===== src/rtl/ucsbece154b_perf_pkg.sv =====
// ucsbece154b_perf_pkg
// Shared definitions for the performance monitor: FSM state encoding,
// read-select codes, the canonical NOP encoding, RISC-V control-transfer
// opcodes and a small population-count helper used to turn per-lane
// event masks into per-cycle counter increments.
package ucsbece154b_perf_pkg;

  typedef enum logic [1:0] {
    ST_IDLE    = 2'd0,
    ST_RUN     = 2'd1,
    ST_HALTED  = 2'd2,
    ST_TIMEOUT = 2'd3
  } perfState_t;

  localparam logic [2:0] SEL_CYC  = 3'd0;
  localparam logic [2:0] SEL_INS  = 3'd1;
  localparam logic [2:0] SEL_BR   = 3'd2;
  localparam logic [2:0] SEL_BRM  = 3'd3;
  localparam logic [2:0] SEL_JMP  = 3'd4;
  localparam logic [2:0] SEL_JMPM = 3'd5;
  localparam logic [2:0] SEL_INS0 = 3'd6;
  localparam logic [2:0] SEL_ZERO = 3'd7;

  // addi x0, x0, 0
  localparam logic [31:0] NOP = 32'h0000_0013;

  localparam logic [6:0] OP_BRANCH = 7'b1100011;
  localparam logic [6:0] OP_JAL    = 7'b1101111;
  localparam logic [6:0] OP_JALR   = 7'b1100111;

  // Masks are always 4 bits wide (max issue width); unused lanes are zero.
  function automatic logic [2:0] popcount4(input logic [3:0] bits);
    logic [2:0] n;
    n = '0;
    for (int i = 0; i < 4; i++) begin
      n = n + {2'b00, bits[i]};
    end
    return n;
  endfunction

endpackage


===== src/rtl/ucsbece154b_sat_counter.sv =====
// ucsbece154b_sat_counter
// Saturating up-counter with a small per-cycle increment.
// Ports:
//   clk    rising-edge clock
//   reset  synchronous active-high reset to zero
//   clr    synchronous clear to zero (same effect as reset)
//   en     when high, add inc this cycle
//   inc    increment amount (0..7)
//   q      current count; sticks at all-ones instead of wrapping
module ucsbece154b_sat_counter #(
  parameter int W = 32
) (
  input  logic         clk,
  input  logic         reset,
  input  logic         clr,
  input  logic         en,
  input  logic [2:0]   inc,
  output logic [W-1:0] q
);

  logic [W-1:0] r_count;
  logic [W:0]   w_sum;

  // One extra bit catches the carry out; a carry means the true sum is
  // past the maximum, so the counter pins at all-ones.
  assign w_sum = {1'b0, r_count} + {{(W-2){1'b0}}, inc};

  // Clear wins over counting so events in a reset/clear cycle are dropped.
  always_ff @(posedge clk) begin
    if (reset || clr) begin
      r_count <= '0;
    end else if (en) begin
      r_count <= w_sum[W] ? '1 : w_sum[W-1:0];
    end
  end

  assign q = r_count;

endmodule


===== src/rtl/ucsbece154b_perf_monitor.sv =====
// ucsbece154b_perf_monitor
// Performance monitor for the N-wide superscalar pipeline. Counts cycles,
// useful decoded instructions, branches, branch mispredicts, jumps and
// jumps that were not predicted taken across every issue lane, and detects
// program completion (all fetch lanes parked on a NOP at an unchanging PC).
// Ports:
//   clk, reset        clock and synchronous active-high reset
//   clear_i           synchronous clear of counters and FSM (not rdata_o)
//   enable_i          counting enable; also starts IDLE -> RUN
//   validD_i/instrD_i per-lane decode valid and instruction
//   validE_i/opE_i    per-lane execute valid and opcode
//   mispredictE_i     per-lane branch mispredict in execute
//   predtakenE_i      per-lane predicted-taken flag from fetch
//   pcF_i/instrF_i    per-lane fetch PC and instruction
//   sel_i             counter select for the read port
//   rdata_o           selected counter, registered (1-cycle latency)
//   halted_o          FSM is in HALTED
//   timeout_o         FSM is in TIMEOUT
//   state_o           raw FSM state encoding
module ucsbece154b_perf_monitor
  import ucsbece154b_perf_pkg::*;
#(
  parameter int LANES       = 2,
  parameter int CNT_W       = 32,
  parameter int HALT_CYCLES = 2,
  parameter int MAX_CYCLES  = 0
) (
  input  logic                  clk,
  input  logic                  reset,
  input  logic                  clear_i,
  input  logic                  enable_i,
  input  logic [LANES-1:0]      validD_i,
  input  logic [LANES*32-1:0]   instrD_i,
  input  logic [LANES-1:0]      validE_i,
  input  logic [LANES*7-1:0]    opE_i,
  input  logic [LANES-1:0]      mispredictE_i,
  input  logic [LANES-1:0]      predtakenE_i,
  input  logic [LANES*32-1:0]   pcF_i,
  input  logic [LANES*32-1:0]   instrF_i,
  input  logic [2:0]            sel_i,
  output logic [CNT_W-1:0]      rdata_o,
  output logic                  halted_o,
  output logic                  timeout_o,
  output logic [1:0]            state_o
);

  localparam int STREAK_W = (HALT_CYCLES <= 1) ? 1 : $clog2(HALT_CYCLES + 1);

  perfState_t            r_state;
  logic                  r_halted;
  logic                  r_timeout;
  logic [STREAK_W-1:0]   r_streak;
  logic                  r_prevValid;
  logic [LANES*32-1:0]   r_pcPrev;
  logic [CNT_W-1:0]      r_rdata;

  logic [3:0]            w_insMask;
  logic [3:0]            w_brMask;
  logic [3:0]            w_brmMask;
  logic [3:0]            w_jmpMask;
  logic [3:0]            w_jmpmMask;
  logic [3:0]            w_idleMask;
  logic                  w_count;
  logic                  w_allIdle;
  logic [STREAK_W-1:0]   w_streakInc;
  logic                  w_haltHit;
  logic                  w_timeoutHit;
  logic [CNT_W-1:0]      w_rdataNext;

  logic [CNT_W-1:0]      w_cyc;
  logic [CNT_W-1:0]      w_ins;
  logic [CNT_W-1:0]      w_br;
  logic [CNT_W-1:0]      w_brm;
  logic [CNT_W-1:0]      w_jmp;
  logic [CNT_W-1:0]      w_jmpm;
  logic [CNT_W-1:0]      w_ins0;

  // Per-lane event classification. Masks are padded to four lanes; the
  // idle mask pads with ones so unused lanes never block halt detection.
  // A fetch lane is idle only once a previous-cycle PC exists to compare to.
  always_comb begin
    w_insMask  = '0;
    w_brMask   = '0;
    w_brmMask  = '0;
    w_jmpMask  = '0;
    w_jmpmMask = '0;
    w_idleMask = '1;
    for (int k = 0; k < LANES; k++) begin
      w_insMask[k]  = validD_i[k]
                      && (instrD_i[32*k +: 32] != 32'h0000_0000)
                      && (instrD_i[32*k +: 32] != NOP);
      w_brMask[k]   = validE_i[k] && (opE_i[7*k +: 7] == OP_BRANCH);
      w_brmMask[k]  = w_brMask[k] && mispredictE_i[k];
      w_jmpMask[k]  = validE_i[k]
                      && ((opE_i[7*k +: 7] == OP_JAL) || (opE_i[7*k +: 7] == OP_JALR));
      w_jmpmMask[k] = w_jmpMask[k] && !predtakenE_i[k];
      w_idleMask[k] = r_prevValid
                      && (instrF_i[32*k +: 32] == NOP)
                      && (pcF_i[32*k +: 32] == r_pcPrev[32*k +: 32]);
    end
  end

  assign w_count   = (r_state == ST_RUN) && enable_i;
  assign w_allIdle = &w_idleMask;

  // Streak value if this cycle is idle; it saturates at the halt threshold.
  assign w_streakInc = (r_streak >= STREAK_W'(HALT_CYCLES)) ? r_streak
                                                           : r_streak + STREAK_W'(1);

  // Halt is declared on the same edge the streak reaches the threshold, so
  // the detecting cycle is still counted.
  assign w_haltHit = w_count && w_allIdle && (w_streakInc == STREAK_W'(HALT_CYCLES));

  // Timeout fires on the edge where the cycle counter becomes MAX_CYCLES.
  assign w_timeoutHit = (MAX_CYCLES != 0) && w_count
                        && (({1'b0, w_cyc} + (CNT_W+1)'(1)) >= (CNT_W+1)'(MAX_CYCLES));

  // Control FSM plus halt-detection state. clear_i behaves exactly like
  // reset here. HALTED takes priority over TIMEOUT when both hit together;
  // both terminal states are sticky.
  always_ff @(posedge clk) begin
    if (reset || clear_i) begin
      r_state     <= ST_IDLE;
      r_halted    <= 1'b0;
      r_timeout   <= 1'b0;
      r_streak    <= '0;
      r_prevValid <= 1'b0;
      r_pcPrev    <= '0;
    end else begin
      r_pcPrev <= pcF_i;
      if (r_state == ST_RUN) begin
        r_prevValid <= 1'b1;
      end
      if (w_count && w_allIdle) begin
        r_streak <= w_streakInc;
      end else if (!enable_i || !w_allIdle) begin
        r_streak <= '0;
      end
      case (r_state)
        ST_IDLE: begin
          if (enable_i) begin
            r_state <= ST_RUN;
          end
        end
        ST_RUN: begin
          if (w_haltHit) begin
            r_state  <= ST_HALTED;
            r_halted <= 1'b1;
          end else if (w_timeoutHit) begin
            r_state   <= ST_TIMEOUT;
            r_timeout <= 1'b1;
          end
        end
        default: begin
        end
      endcase
    end
  end

  ucsbece154b_sat_counter #(.W(CNT_W)) u_cntCyc (
    .clk(clk), .reset(reset), .clr(clear_i), .en(w_count),
    .inc(3'd1), .q(w_cyc)
  );

  ucsbece154b_sat_counter #(.W(CNT_W)) u_cntIns (
    .clk(clk), .reset(reset), .clr(clear_i), .en(w_count),
    .inc(popcount4(w_insMask)), .q(w_ins)
  );

  ucsbece154b_sat_counter #(.W(CNT_W)) u_cntBr (
    .clk(clk), .reset(reset), .clr(clear_i), .en(w_count),
    .inc(popcount4(w_brMask)), .q(w_br)
  );

  ucsbece154b_sat_counter #(.W(CNT_W)) u_cntBrm (
    .clk(clk), .reset(reset), .clr(clear_i), .en(w_count),
    .inc(popcount4(w_brmMask)), .q(w_brm)
  );

  ucsbece154b_sat_counter #(.W(CNT_W)) u_cntJmp (
    .clk(clk), .reset(reset), .clr(clear_i), .en(w_count),
    .inc(popcount4(w_jmpMask)), .q(w_jmp)
  );

  ucsbece154b_sat_counter #(.W(CNT_W)) u_cntJmpm (
    .clk(clk), .reset(reset), .clr(clear_i), .en(w_count),
    .inc(popcount4(w_jmpmMask)), .q(w_jmpm)
  );

  ucsbece154b_sat_counter #(.W(CNT_W)) u_cntIns0 (
    .clk(clk), .reset(reset), .clr(clear_i), .en(w_count),
    .inc({2'b00, w_insMask[0]}), .q(w_ins0)
  );

  // Read-port select.
  always_comb begin
    w_rdataNext = '0;
    case (sel_i)
      SEL_CYC:  w_rdataNext = w_cyc;
      SEL_INS:  w_rdataNext = w_ins;
      SEL_BR:   w_rdataNext = w_br;
      SEL_BRM:  w_rdataNext = w_brm;
      SEL_JMP:  w_rdataNext = w_jmp;
      SEL_JMPM: w_rdataNext = w_jmpm;
      SEL_INS0: w_rdataNext = w_ins0;
      SEL_ZERO: w_rdataNext = '0;
      default:  w_rdataNext = '0;
    endcase
  end

  // The read register ignores clear_i so software can still sample the
  // pre-clear value on the clearing edge.
  always_ff @(posedge clk) begin
    if (reset) begin
      r_rdata <= '0;
    end else begin
      r_rdata <= w_rdataNext;
    end
  end

  assign rdata_o   = r_rdata;
  assign halted_o  = r_halted;
  assign timeout_o = r_timeout;
  assign state_o   = r_state;

endmodule


===== config.mk =====
export PLATFORM = sky130hd
export DESIGN_NAME = ucsbece154b_perf_monitor
export DESIGN_NICKNAME = d
export VERILOG_FILES = /design/src/rtl/ucsbece154b_perf_pkg.sv /design/src/rtl/ucsbece154b_sat_counter.sv /design/src/rtl/ucsbece154b_perf_monitor.sv
export SDC_FILE = /design/constraint.sdc
export NUM_CORES = 1
export LEC_CHECK = 0
export CAP_MARGIN = 20
export CORE_MARGIN = 1
export CORE_UTILIZATION = 45
export DETAILED_ROUTE_END_ITERATION = 10
export GPL_ROUTABILITY_DRIVEN = 0
export PLACE_DENSITY = 0.69
export SLEW_MARGIN = 20
export SYNTH_ARGS = -nofsm -noshare
export SYNTH_HDL_FRONTEND = slang
export SYNTH_SLANG_ARGS = --single-unit

===== constraint.sdc =====
create_clock -name clk -period 5.8 [get_ports clk]
set_clock_uncertainty 0.05 [all_clocks]
set_input_delay 1.16 -clock clk [delete_from_list [all_inputs] [get_ports clk]]
set_output_delay 1.16 -clock clk [all_outputs]
set_load 0.005 [all_outputs]

## After elaboration in Yosys (flattened, before gate mapping)

Index checks and enable logic that the tools add are counted.

- Memory bits (read-only): 0
- Input bits: 221
- Output and inout bits: 36
- Latch bits: 0
- Register bits: 326
- Logic and storage cells: 100
- Memories: 0
- Bits in writable memories: 0

- $mul: 0
- Multiplexer cells: 14
- Shift-type cells: 0
- Bitwise logic cells: 0
- Equality and inequality tests: 23
- $add $sub $neg: 13
- Reductions and logical operators: 36
- $lt $le $gt $ge: 1
- Divide/modulo/power cells: 0

Operators by type and width:

| kind | number |
|---|---|
| case mux 32 bit (8 select lines) | 1 |
| 2-to-1 mux 32 bit | 7 |
| adder 32 x 2 -> 33 bit | 5 |
| == test 32 bit | 2 |
| == test 32 x 5 -> 1 bit (second input constant) | 2 |
| inequality test 32 x 5 -> 1 bit (second input constant) | 2 |
| nonzero test 32 bit | 2 |
| == test 7 bit (second input constant) | 6 |
| adder 32 x 1 -> 33 bit | 1 |
| adder 32 x 1 -> 33 bit (second input constant) | 1 |
| logical AND 1 bit | 19 |
| == test 3 bit (second input constant) | 4 |
| adder 1 x 1 -> 2 bit | 5 |
| 2-to-1 mux 2 bit | 5 |
| == test 3 x 2 -> 1 bit (second input constant) | 2 |
| logical NOT 1 bit | 4 |
| logical OR 1 bit | 4 |
| inequality test 2 bit (second input constant) | 2 |
| case mux 2 bit (2 select lines) | 1 |
| AND reduction 2 bit | 2 |
| nonzero test 2 bit | 2 |
| == test 3 x 1 -> 1 bit (second input constant) | 1 |
| logical NOT 3 bit | 1 |
| AND reduction 3 bit | 1 |
| other kinds (5) | 5 |

## Longest topological paths before layout

Gate-level depths: netlist (run 1).

- Depth in word-level cells: 8
- Depth in mapped cells: 13

## Hierarchy

Synthesis (run 1) repeated with hierarchy kept, for this count alone.

- Cells, all modules: 2174
- Area, all modules: 18134.9 µm²

By module, submodules not included:

| module | cells each | seq. area each (µm²) | times used | area each (µm²) |
|---|---|---|---|---|
| ucsbece154b_sat_counter (u_cntBr ...) | 215 | 640.6 | 6 | 1791.7 |
| ucsbece154b_perf_monitor | 669 | 2042.0 | 1 | 5602.9 |
| ucsbece154b_sat_counter (u_cntJmpm) | 215 | 640.6 | 1 | 1781.7 |

## Worst setup path after synthesis (run 1)

OpenSTA, ideal clock, no wires.

- Path type: input port to flip-flop
- From: in opE_i[5]
- To: reg u_cntJmpm.r_count[31], in the netlist u_cntJmpm.q[31]
- Arrival time: 3.739 ns
- Buffers on the path: 0
- Stages: 11
- Slack: 1.940 ns
- Cell sequence: nand4_1 > nor3b_1 > nand2_1 > or2_2 > fa_1 > nand3b_1 > nor3_1 > nor3b_1 > nand4_1 > xor2_1 > a21oi_1

- Longest elaborated chain between the ends: 7
- Elaborated cells between the ends (all ways): 8

Ends and longest elaborated chain:

| what | RTL line | text |
|---|---|---|
| from (decl) | ucsbece154b_perf_monitor.sv:35 | `input logic [LANES*7-1:0] opE_i,` |
| == test 7 bit | ucsbece154b_perf_monitor.sv:95 | `&& ((opE_i[7*k +: 7] == OP_JAL) \|\| (opE_i[7*k +: 7] == OP_JALR));` |
| logical OR 1 bit * | ucsbece154b_perf_monitor.sv:95 |  |
| logical AND 1 bit * | ucsbece154b_perf_monitor.sv:95 |  |
| logical AND 1 bit * | ucsbece154b_perf_monitor.sv:96 | `w_jmpmMask[k] = w_jmpMask[k] && !predtakenE_i[k];` |
| adder 1 x 1 -> 2 bit * | ucsbece154b_perf_pkg.sv:36 | `n = n + {2'b00, bits[i]};` |
| adder 32 x 2 -> 33 bit * | ucsbece154b_sat_counter.sv:26 | `assign w_sum = {1'b0, r_count} + {{(W-2){1'b0}}, inc};` |
| 2-to-1 mux 32 bit * | ucsbece154b_sat_counter.sv:33 | `r_count <= w_sum[W] ? '1 : w_sum[W-1:0];` |
| to (signal assigned) | ucsbece154b_sat_counter.sv:33 |  |
| to (decl) | ucsbece154b_sat_counter.sv:21 | `logic [W-1:0] r_count;` |

Mark *: on every way between the ends. The rest lies on a longest branch, timed or not.
A chain may end at the register's enable or synchronous reset.

## Final worst setup path (run 1)

- From: in opE_i[5]
- To: reg u_cntBrm.r_count[15], in the netlist u_cntBrm.q[15]

- Longest elaborated chain between the ends: 6

Ends and longest elaborated chain:

| what | RTL line | text |
|---|---|---|
| == test 7 bit | ucsbece154b_perf_monitor.sv:92 | `w_brMask[k] = validE_i[k] && (opE_i[7*k +: 7] == OP_BRANCH);` |
| logical AND 1 bit | ucsbece154b_perf_monitor.sv:92 |  |
| logical AND 1 bit | ucsbece154b_perf_monitor.sv:93 | `w_brmMask[k] = w_brMask[k] && mispredictE_i[k];` |
| adder 1 x 1 -> 2 bit | ucsbece154b_perf_pkg.sv:36 |  |
| adder 32 x 2 -> 33 bit | ucsbece154b_sat_counter.sv:26 |  |
| 2-to-1 mux 32 bit | ucsbece154b_sat_counter.sv:33 |  |
| to (signal assigned) | ucsbece154b_sat_counter.sv:33 |  |
| to (decl) | ucsbece154b_sat_counter.sv:21 |  |

Every way passes these cells.

==> results of run 1 <==
==> cell usage in the layout, fill, tap and decap left out, drive strengths merged, types with 12 or more instances in the layout <==
cell type and n:
xnor2 110, nand3 85, nand4 70, and4 16, nor2b 12, or2 12, buf 23, a31oi 14
mux2i 40, and3 32, a211oi 23, a21oi 235, nor4 44, a221oi 12, xor2 101, o22ai 16
o21ai 35, clkbuf 48, clkdlybuf4s50 252, nand2 131, nor3 78, dfxtp 326, a22o 15, inv 79
nor2 152, and2 66
==> per-layer routing <==
metal	global-route usage [%]	up-vias	routed length, um
met5	0	-	0
met4	8.486	0	1432
met3	3.598	84	3686
met2	43.87	582	23350
met1	38.64	7236	22680
li1	-	7222	-
==> stage by stage <==
| stage | instance area, um^2 | cells | setup WS, ps | hold WS [ps] |
|---|---|---|---|---|
| 3_3_place_gp | 18990 | 2548 | 997.4 | 401.9 |
| 3_5_place_dp | 18990 | 2548 | 923.8 | 409.3 |
| 6_report | 20280 | 2614 | 1406 | 418.8 |
| 2_1_floorplan | 16130 | 1919 | 1940 | 382.0 |
| 4_1_cts | 20250 | 2613 | 1436 | 423.5 |
| 5_1_grt | 20280 | 2614 | 1125 | 459.0 |
==> final cells by class <==
class / count / area, um^2
clock buffers: 48 / 1037
clock inverters: 17 / 227.7
fillers: 3167 / 14600
inverters: 77 / 289.0
multi-input cells: 1416 / 8912
flip-flops and latches: 326 / 6526
well taps: 455 / 569.3
repair buffers: 275 / 2720
==> worst paths after layout <==
| check | from | cells past startpoint | end | slack [ps] |
|---|---|---|---|---|
| worst max-delay path | opE_i[5] | 12 | u_cntBrm.q[15] | 1410 |
| worst min-delay path | halted_o | 1 | halted_o | 420 |
| worst max register to register | u_cntBr.q[0] | 9 | u_cntBr.q[1] | 2690 |
| worst min register to register | halted_o | 1 | halted_o | 420 |
==> critical path, cell delays in order <==
cell and delay [ps]:
clkdlybuf4s50_1 460, nand4_1 90, nor3b_1 350, nand3_1 170, fa_1 470, inv_1 80
ha_1 200, nand3_1 120, nor3b_2 420, nand3_1 220, or3_1 780, a21oi_1 280
==> flip-flops by register name, indices dropped and copies added, names as in the netlist <==
register     cells
u_cntBr.q       32
u_cntJmp.q      32
u_cntIns.q      32
u_cntBrm.q      32
u_cntJmpm.q     32
u_cntCyc.q      32
u_cntIns0.q     32
r_pcPrev        64
r_streak         2
state_o          2
r_prevValid      1
halted_o         1
rdata_o         32
==> power groups by stage <==
stage               sequential, mW  clock (mW)  combinational, mW
global route                  2.28        2.56              0.424
CTS                           2.28        2.47              0.392
detailed placement            2.33           0              0.389
finish                        2.28        2.44              0.398
floorplan                     2.33           0              0.156
global placement              2.33           0              0.385
==> logic make-up (layout without fill, tap and decap cells) <==
| logic type | Yosys count | after routing | share of synthesized area [%] |
|---|---|---|---|
| flip-flops | 326 | 326 | 40.46 |
| other | 1 | 1 | 0.02325 |
| adder cells (fa/ha/maj) | 14 | 14 | 1.319 |
| XOR/XNOR | 211 | 211 | 11.46 |
| multiplexers | 50 | 50 | 3.180 |
| buffers and inverters | 177 | 417 | 4.352 |
| AND/OR/NAND/NOR | 742 | 742 | 24.39 |
| AO/OA/AOI/OAI | 398 | 398 | 14.82 |
==> results.py, run 1 <==
metrics = {
    "synth": {
        "syn_inst": 1919,
        "avgSynthCellArea_um2": 8.406,
        "yosysTopAreaCell": "dfxtp_1",
        "yosys_warnings": 0,
        "synth.most_common_cell": "dfxtp_1",
        "synthFlopType": "dfxtp_1",
        "synth-edff-count": 0,
        "netlist_area_um2": 16130,
        "synth_cell_types": 69,
        "synthArstFlopShare_pct": 0,
        "syn-num-nets": 2154,
        "yosys-top-cells-area": "dfxtp_1 40%, a21oi_1 7.3%, xnor2_1 6.0%",
        "ys_seq_area_share_pct": 40.46,
        "synth_seq_cells": 326,
        "ys_top_cells_by_count": "326 x dfxtp_1, 235 x a21oi_1, 152 x nor2_1",
        "synthDominantCellAreaShare_pct": 40.46,
    },
    "worst_hold_path": {
        "hold_class": "reg2reg",
    },
    "layout": {
        "drive_above_1_share_pct": 6.021,
        "nets": 2367,
        "syn_to_final_growth_pct": 25.74,
        "finish.utilization_pct": 58.14,
        "antenna_cells": 0,
    },
    "power_and_ir_drop": {
        "cellPowerDensity_nw_per_um2": 252.4,
        "leakage_nw": 6.890,
        "comb_power_share_pct": 7.8,
        "power.internal_mw": 3.970,
        "p_sw_share_pct": 22.45,
        "ir_drop_mv": 0.2633,
        "finalPower_mw": 5.118,
        "clkPwrFrac_pct": 47.7,
        "p_seq_share_pct": 44.5,
        "power_switching_mw": 1.149,
    },
    "timing": {
        "tightest_slew_ps": 1131,
        "setup_viol": 0,
        "finalCritPeriodShare_pct": 75.76,
        "finalMaxSlewViolations": 0,
        "rsz0062_at_grt": "false",
        "slew_headroom_pct": 24.61,
        "fin_tns_setup_ps": 0,
        "fmax_mhz": 227.6,
        "finalCriticalPeriod_ps": 4394,
        "hold_viol": 0,
    },
    "cts": {
        "cts_resized": 0,
        "cts.clk_slew.worst_paths_ps": 60,
        "cts_tree": "done",
        "hold_buffers": 0,
        "worstSkewPairLatency_ps": 540,
        "postCtsSetupBuffers": 0,
        "htree_levels": 2,
        "clockRootBuffer": "clkbuf_16",
        "cts_buffers": 36,
        "numClockSinks": 326,
        "clockBufferDepth": 3,
    },
    "critical_path": {
        "critPathKind": "in2reg",
        "crit_path_end_kind": "flop",
        "critical_path_arrival_ps": 4790,
        "required_ps": 6200,
        "critPathMaxFanout": 25,
        "cp-start-kind": "input pin",
    },
    "routing": {
        "ant_nets": 0,
        "first_iter_violations": 1358,
        "via_count": 15124,
        "drt-pass1-iter-count": 6,
        "vias_per_cell": 5.786,
        "route.detailed.drc": 0,
        "detail_route.wirelength_um": 51150,
        "wl_per_cell_um": 19.57,
    },
    "status": {
        "status": "finished clean",
    },
    "die": {
        "fp.dieW_um": 191.3,
        "start_util_pct": 46.24,
        "die_height_um": 191.3,
        "io_pins": 257,
        "core_um2": 34880,
        "die_area_um2": 36610,
        "rows": 68,
    },
    "placement": {
        "dp_hpwl_um": 38430,
        "portBuffers": 255,
    },
    "global_routing": {
        "grt_max_degree": 93,
        "grt_pass1_wl_um": 79140,
        "antenna_found_initial": 0,
        "grt_overflow": 0,
        "grt_pass1_vias": 14116,
        "grt.total_usage_pct": 27.60,
    },
    "flow_run": {
        "drv_cap": 0,
    },
}
No activity file was read; power rests on OpenSTA's default activity.
==> inputs of run 2 (changes only) <==
clock period = 4.5 ns   (was 5.8 ns; I/O delays follow)
==> results.py, run 2 (same netlist as run 1, synthesis figures left out) <==
metrics = {
    "status": {
        "status": "finished clean",
    },
    "routing": {
        "first_iter_violations": 1307,
        "detail_route.wirelength_um": 52070,
        "vias_per_cell": 5.794,
        "wl_per_cell_um": 19.76,
        "via_count": 15266,
        "route.detailed.drc": 0,
        "drt-pass1-iter-count": 5,
        "ant_nets": 0,
    },
    "timing": {
        "tightest_slew_ps": 1055,
        "holdWs_ps": 419.4,
        "finalCritPeriodShare_pct": 83.70,
        "finalCriticalPeriod_ps": 3767,
        "fin_tns_setup_ps": 0,
        "setup_viol": 0,
        "rsz0062_at_grt": "false",
        "slew_headroom_pct": 29.00,
        "hold_viol": 0,
        "finalMaxSlewViolations": 0,
        "fmax_mhz": 265.5,
    },
    "power_and_ir_drop": {
        "cellPowerDensity_nw_per_um2": 322.4,
        "comb_power_share_pct": 7.8,
        "power_switching_mw": 1.469,
        "p_sw_share_pct": 22.31,
        "p_seq_share_pct": 44.6,
        "clkPwrFrac_pct": 47.6,
        "ir_drop_mv": 0.2851,
        "power.internal_mw": 5.117,
        "leakage_nw": 6.985,
    },
    "layout": {
        "final_cell_mix": "326 x dfxtp_1, 252 x clkdlybuf4s50_1, 235 x a21oi_1, 151 x nor2_1, 130 x nand2_1",
        "regMostFlops": "r_pcPrev",
        "fillers": 3091,
        "nets": 2388,
        "syn_to_final_growth_pct": 26.65,
        "drive_above_1_share_pct": 6.792,
        "multi_input_area_um2": 8912,
        "largest_register_ffs": 64,
        "register_area_um2": 6526,
        "mostFrequentLayoutCell": "dfxtp_1",
    },
    "critical_path": {
        "crit_chain": "clkdlybuf4s50_1 > nand4_1 > nor3b_1 > nand3_1 > fa_1 > inv_1 > ha_1 > nand3_1 > nor3b_2 > nand3_1 > or3_1 > buf_4 > a21oi_1",
        "critPathKind": "in2reg",
        "critical_path_arrival_ps": 4170,
        "max_stage_delay_ps": 530,
        "critPathSlowestCell": "or3_1",
        "required_ps": 4900,
        "critPathMaxFanout": 13,
        "cp-start-kind": "input pin",
        "cp_common_cell": "nand3_1",
        "crit_path_end_kind": "flop",
    },
    "die": {
        "die_area_um2": 36610,
        "rows": 68,
        "die_height_um": 191.3,
        "start_util_pct": 46.24,
        "fp.dieW_um": 191.3,
        "core_um2": 34880,
        "io_pins": 257,
    },
    "placement": {
        "dp_hpwl_um": 38830,
        "portBuffers": 255,
    },
    "cts": {
        "clockBufferDepth": 3,
        "clockRootBuffer": "clkbuf_16",
        "htree_levels": 2,
        "postCtsSetupBuffers": 0,
        "worstSkewPairLatency_ps": 530,
        "cts_buffers": 37,
        "hold_buffers": 0,
        "cts_resized": 0,
        "cts_tree": "done",
        "cts.clk_slew.worst_paths_ps": 60,
        "numClockSinks": 326,
    },
    "global_routing": {
        "grt_pass1_vias": 14646,
        "grt_pass1_wl_um": 80240,
        "grt_overflow": 0,
        "grt.total_usage_pct": 28.10,
        "antenna_found_initial": 2,
        "grt_max_degree": 90,
    },
    "flow_run": {
        "drv_cap": 0,
    },
    "worst_hold_path": {
        "hold_class": "reg2reg",
    },
}
## run 2: final timing paths
kind,from,endpoint,slack [ps],cells after the start
worst max-delay path,opE_i[5],u_cntBrm.q[8],730,13
worst min-delay path,halted_o,halted_o,420,1
worst max register to register,u_cntBrm.q[0],u_cntBrm.q[8],1780,10
worst min register to register,halted_o,halted_o,420,1
## run 2: final cells by class
class	instances	area share, %
clock inverter	10	0.6431
clock buffer	55	5.561
timing repair buffer	295	14.01
tap	455	2.787
inverter	77	1.415
multi-input combinational	1416	43.62
antenna	1	0.01225
sequential	326	31.95
## run 2: power by group through the flow
stage / Combinational [mW] / Clock, mW / Sequential (mW)
after floorplan: 0.201 / 0 / 3.00
after global routing: 0.549 / 3.27 / 2.94
after global placement: 0.500 / 0 / 3.00
after CTS: 0.510 / 3.17 / 2.94
after detailed placement: 0.506 / 0 / 3.00
final: 0.515 / 3.13 / 2.94
## run 2: layer usage
layer | track usage (%) | routed length, um | up-vias
met5 | 0 | 19 | -
met4 | 9.249 | 1513 | 2
met3 | 4.755 | 3915 | 105
met2 | 45.69 | 24200 | 633
met1 | 37.62 | 22410 | 7253
li1 | - | - | 7273
## run 2: worst max-delay path, delay by kind of cell
| family | cells | cell delay [ps] |
|---|---|---|
| simple gates | 7 | 1670 |
| buf+inv | 3 | 780 |
| fa+ha+maj | 2 | 640 |
| compound gates | 1 | 160 |
## run 2: through the flow
step / util [%] / cell area (um^2) / power [mW] / instances / setup slack (ps)
2_1_floorplan: - / 16130 / 3.202 / 1919 / 900.2
3_3_place_gp: 54.92 / 19160 / 3.501 / 2569 / 252.6
3_5_place_dp: 54.92 / 19160 / 3.508 / 2569 / 192.1
4_1_cts: 58.56 / 20430 / 6.616 / 2634 / 722.0
5_1_grt: 58.56 / 20430 / 6.762 / 2634 / 397.0
6_report: 58.57 / 20430 / 6.587 / 2635 / 733.3
